### config.mk
export PLATFORM = sky130hd
export DESIGN_NAME = icache_axi_refill
export DESIGN_NICKNAME = d
export VERILOG_FILES = /design/src/rtl/icache_axi_refill.sv
export SDC_FILE = /design/constraint.sdc
export NUM_CORES = 1
export LEC_CHECK = 0
export CAP_MARGIN = 20
export CELL_PAD_IN_SITES_DETAIL_PLACEMENT = 1
export CELL_PAD_IN_SITES_GLOBAL_PLACEMENT = 1
export CORE_UTILIZATION = 33
export DETAILED_ROUTE_END_ITERATION = 8
export HOLD_SLACK_MARGIN = 0.03
export PLACE_DENSITY_LB_ADDON = 0.12
export REMOVE_ABC_BUFFERS = 1
export SYNTH_ARGS = -nofsm -noshare
export SYNTH_HDL_FRONTEND = slang
export SYNTH_SLANG_ARGS = --single-unit
### constraint.sdc
create_clock -name clk -period 2 [get_ports clk]
set_clock_uncertainty 0.1 [all_clocks]
set_input_delay 0.3 -clock clk [delete_from_list [all_inputs] [get_ports clk]]
set_output_delay 0.3 -clock clk [all_outputs]
set_load 0.01 [all_outputs]
### src/rtl/icache_axi_refill.sv
//------------------------------------------------------------------------------
// Module   : icache_axi_refill
// Purpose  : Single-outstanding icache line refill over one AXI4 INCR read burst.
//            Optional ICACHE_REFILL_ERR_EN adds the sticky line_err flag.
// Revision : 1.0 - initial release
//------------------------------------------------------------------------------
`default_nettype none

module icache_axi_refill #(
  parameter int         LINE_WORDS = 8,
  parameter logic [3:0] ARID_VAL   = 4'd0
) (
  input  logic                     clk,
  input  logic                     rst_n,
  input  logic                     req_valid,
  input  logic [31:0]              req_addr,
  output logic                     req_ready,
  output logic                     line_valid,
  output logic [32*LINE_WORDS-1:0] line_data,
  output logic                     line_err,
  output logic [3:0]               arid,
  output logic [31:0]              araddr,
  output logic [7:0]               arlen,
  output logic [2:0]               arsize,
  output logic [1:0]               arburst,
  output logic                     arvalid,
  input  logic                     arready,
  input  logic [3:0]               rid,
  input  logic [31:0]              rdata,
  input  logic [1:0]               rresp,
  input  logic                     rlast,
  input  logic                     rvalid,
  output logic                     rready
);

  localparam int                c_CNT_W = $clog2(LINE_WORDS);
  localparam int                c_OFF_W = $clog2(LINE_WORDS * 4);
  localparam logic [c_CNT_W-1:0] c_LAST = c_CNT_W'(LINE_WORDS - 1);

  typedef enum logic [3:0] {
    S_IDLE = 4'b0001,
    S_AR   = 4'b0010,
    S_R    = 4'b0100,
    S_DONE = 4'b1000
  } state_t;

  state_t                r_state;
  state_t                w_state_nxt;
  logic [31:c_OFF_W]     r_addr;
  logic [c_CNT_W-1:0]    r_cnt;
  logic [31:0]           r_words [LINE_WORDS];
  logic                  w_accept;
  logic                  w_beat;
  logic                  w_last_beat;

  assign req_ready  = (r_state == S_IDLE);
  assign arvalid    = (r_state == S_AR);
  assign rready     = (r_state == S_R);
  assign line_valid = (r_state == S_DONE);

  assign arid    = ARID_VAL;
  assign araddr  = {r_addr, {c_OFF_W{1'b0}}};
  assign arlen   = 8'(LINE_WORDS - 1);
  assign arsize  = 3'b010;
  assign arburst = 2'b01;

  assign w_accept    = req_valid && req_ready;
  assign w_beat      = rvalid && rready;
  assign w_last_beat = (r_cnt == c_LAST);

  always_ff @(posedge clk or negedge rst_n) begin
    if (!rst_n) r_state <= S_IDLE;
    else        r_state <= w_state_nxt;
  end

  always_comb begin
    w_state_nxt = r_state;
    case (r_state)
      S_IDLE:  if (req_valid)             w_state_nxt = S_AR;
      S_AR:    if (arready)               w_state_nxt = S_R;
      S_R:     if (rvalid && w_last_beat) w_state_nxt = S_DONE;
      S_DONE:                             w_state_nxt = S_IDLE;
      default:                            w_state_nxt = S_IDLE;
    endcase
  end

  // Beat count saturates at the last slot; rlast never shortens the burst.
  always_ff @(posedge clk or negedge rst_n) begin
    if (!rst_n) begin
      r_addr <= '0;
      r_cnt  <= '0;
      for (int k = 0; k < LINE_WORDS; k++) r_words[k] <= '0;
    end else begin
      if (w_accept) begin
        r_addr <= req_addr[31:c_OFF_W];
        r_cnt  <= '0;
      end
      if (w_beat) begin
        if (!w_last_beat) r_cnt <= r_cnt + c_CNT_W'(1);
        for (int k = 0; k < LINE_WORDS; k++)
          if (r_cnt == c_CNT_W'(k)) r_words[k] <= rdata;
      end
    end
  end

  for (genvar g = 0; g < LINE_WORDS; g++) begin : g_pack
    assign line_data[32*g +: 32] = r_words[g];
  end

`ifdef ICACHE_REFILL_ERR_EN
  logic r_err;
  logic w_unused;

  // Sticky across the burst: bad response or rlast not aligned with the final slot.
  always_ff @(posedge clk or negedge rst_n) begin
    if (!rst_n) begin
      r_err <= 1'b0;
    end else if (w_accept) begin
      r_err <= 1'b0;
    end else if (w_beat && (rresp[1] || (rlast != w_last_beat))) begin
      r_err <= 1'b1;
    end
  end

  assign line_err = line_valid && r_err;
  assign w_unused = ^{rid, req_addr[c_OFF_W-1:0], rresp[0]};
`else
  logic w_unused;

  assign line_err = 1'b0;
  assign w_unused = ^{rid, req_addr[c_OFF_W-1:0], rresp, rlast};
`endif

endmodule

`default_nettype wire
==> flow_summary.yaml <==
run_status:
  outcome: "finished clean"
yosys:
  async_reset_ff_share_pct: 100
  yosysTopAreaCellShare_pct: 64.5
  yosys.area.top_type: "dfrtp_1"
  ys_types: 27
  synth.most_common_cell: "dfrtp_1"
  syn_area_per_cell_um2: 16.6
  ys_seq_area_share_pct: 64.8
  synth-seq-cells: 290
  synth_edf_count: 0
  synthTopCellsByCount: "dfrtp_1, mux2_2, buf_4"
  synth_warnings: 0
  syn_inst: 674
  synthTopCellsByArea: "dfrtp_1, mux2_2, buf_6, mux2_1, buf_4"
  synth_area_um2: 11200
  synthFlopType: "dfrtp_1"
drt:
  viasPerCell: 4.61
  drtPass1Iterations: 4
  drcViolationCount: 0
  wl_um: 34600
  final_antenna_net_count: 0
  drtIter0Drc: 295
  wl_per_cell_um: 22.4
  vias: 7137
layout:
  antennaDiodeCount: 0
  postLayoutCellArea_um2: 17300
  nets: 1158
  area_delta_synth_final_pct: 54.7
  final_cells: 1547
  drive_gt1_share_pct: 36.2
  utilization_pct: 51.8
die:
  fp.dieH_um: 186
  chipWidth_um: 186
  core_region_area_um2: 33400
  dieArea_um2: 34700
  start_util_pct: 33.5
  num_io_pins: 386
  rows: 67
grt:
  grt_pass1_vias: 7532
  top_usage_layer: "met2"
  grt.met1_usage_pct: 23.5
  grt_first_pass_wirelength_um: 48000
  grtUsageMet2_pct: 31.3
  use_met3_pct: 4.91
  antenna_found_initial: 0
  track_usage_pct: 18.5
  grt_overflow: 0
  grt_max_degree: 57
clock_network:
  insertion_delay_ns: 0.50
  cts-htree-levels: 2
  cts_sinks: 290
  cts_tree: "yes"
  cts_root_buffer: "clkbuf_16"
  cts.clk_slew.worst_paths_ns: 0.06
  cts_made_buffers: 34
  clk_path_buf_depth: 3
power:
  p_int_mw: 11.9
  p_switching_mw: 3.78
  seqPwrFrac_pct: 42.6
  sw_frac_of_total_pct: 24.1
  p_per_area_nw_per_um2: 902
  combPwrFrac_pct: 18.1
  total_power_mw: 15.6
  power_frac_clock_pct: 39.3
  peakVddDrop_uv: 731
  leakagePower_nw: 8.06
placed_design:
  port_buffers: 350
  placed_area_um2: 15500
  place_congestion: 0.706
  hpwlAfterDp_um: 22400
  dp_cells: 1476
  dp_slack_ns: -0.303
critical_path:
  crit_type: "flip-flop to flip-flop"
  worstPathRequired_ns: 2.28
  path_max_fanout: 8
  cp-start-kind: "flip-flop"
  crit_path_end_kind: "flip-flop"
  crit_arrival_ns: 2.27
sta:
  period_minus_slack_ns: 2.00
  setup_ws_ns: 0.00473
  max_freq_mhz: 501
  drv_slew: 0
  finalSetupViolations: 0
  fin_tns_setup_ns: 0
  finalHoldViolations: 0
  rsz0062_at_grt: "true"
  fin_crit_sh_pct: 99.8
  whs_ns: 0.212
worst_hold_path:
  hold_path.class: "primary input to async pin"
job:
  cap_violations: 0
power groups by stage:
stage	clock, mW	combinational (mW)	sequential [mW]
2_1_floorplan	0	0.711	6.99
3_3_place_gp	0	2.63	6.73
3_5_place_dp	0	2.65	6.75
4_1_cts	6.33	2.70	6.66
5_1_grt	6.51	3.02	6.73
6_report	6.14	2.83	6.67
placed cells by master, fill, tap and decap left out, types with 2 or more instances in the layout:
cell             count
nor4b_4              2
nand2_2              2
conb_1              23
buf_2                3
dfrtp_1            288
ha_1                 6
clkbuf_8             7
buf_8                2
clkbuf_1            11
buf_4               20
mux2_2             152
buf_6                5
nor3_1               3
mux2_1               6
nor2_1               2
and3_2               2
clkdlybuf4s50_1    345
and3_4               4
clkbuf_16           45
buf_12              19
mux2_4             126
inv_1                5
nand2_1              3
worst paths after layout:
| kind | startpoint | slack [ns] | to | cells after the start |
|---|---|---|---|---|
| worst max register to register | r_state[1] | 0.005 | line_data[184] | 6 |
| max in group asynchronous | rst_n | 0.82 | line_data[233] | 3 |
| min in group clk | arready | 0.31 | r_state[1] | 2 |
| worst max-delay path | r_state[1] | 0.005 | line_data[184] | 6 |
| worst min register to register | line_data[218] | 0.39 | line_data[218] | 1 |
| worst min-delay path | rst_n | 0.21 | line_data[155] | 2 |
area by class of cell:
class | count | area, um2
Sequential cell | 290 | 7260
Inverter | 5 | 18.8
Timing Repair Buffer | 403 | 4300
Multi-Input combinational cell | 342 | 4090
Clock buffer | 55 | 1060
Clock inverter | 4 | 51.3
Fill cell | 3296 | 16100
Tap cell | 448 | 561
flip-flops by register name, summed over array words and instances (netlist names):
| signal | cells |
|---|---|
| line_data | 256 |
| r_cnt | 3 |
| r_addr | 27 |
| r_state | 4 |
worst max-delay path: stages, from the launching register on:
cell,delay (ns)
dfrtp_1,0.38
nand2b_4,0.16
nor4b_4,0.21
buf_4,0.19
and3_4,0.32
clkbuf_16,0.22
mux2_4,0.30
layer usage:
layer	vias to the layer above	share of wire (%)
met2	216	49
li1	3129	-
met3	44	6.7
met4	0	2.0
met1	3748	42
met5	-	0
kinds of logic (layout without fill, tap and decap cells):
| kind of cell | after synthesis | after routing | share of synthesized area, % |
|---|---|---|---|
| AO/OA/AOI/OAI | 7 | 7 | 0.458 |
| adder cells (fa/ha/maj) | 6 | 6 | 0.670 |
| buffers and inverters | 63 | 467 | 4.24 |
| flip-flops | 290 | 290 | 64.8 |
| multiplexers | 284 | 284 | 28.5 |
| other | 2 | 23 | 0.0670 |
| AND/OR/NAND/NOR | 22 | 22 | 1.25 |
timing repair:
item | CTS | global route
setup buffers | 1 | 2
endpoints found under the hold margin | 99 | 0
cloned | 0 | 9
endpoints found under the setup margin | 196 | 193
resized for setup | 28 | 131
pin swaps | 0 | 4
hold buffers | 1 | 0
(Power assumes the default switching activity.)
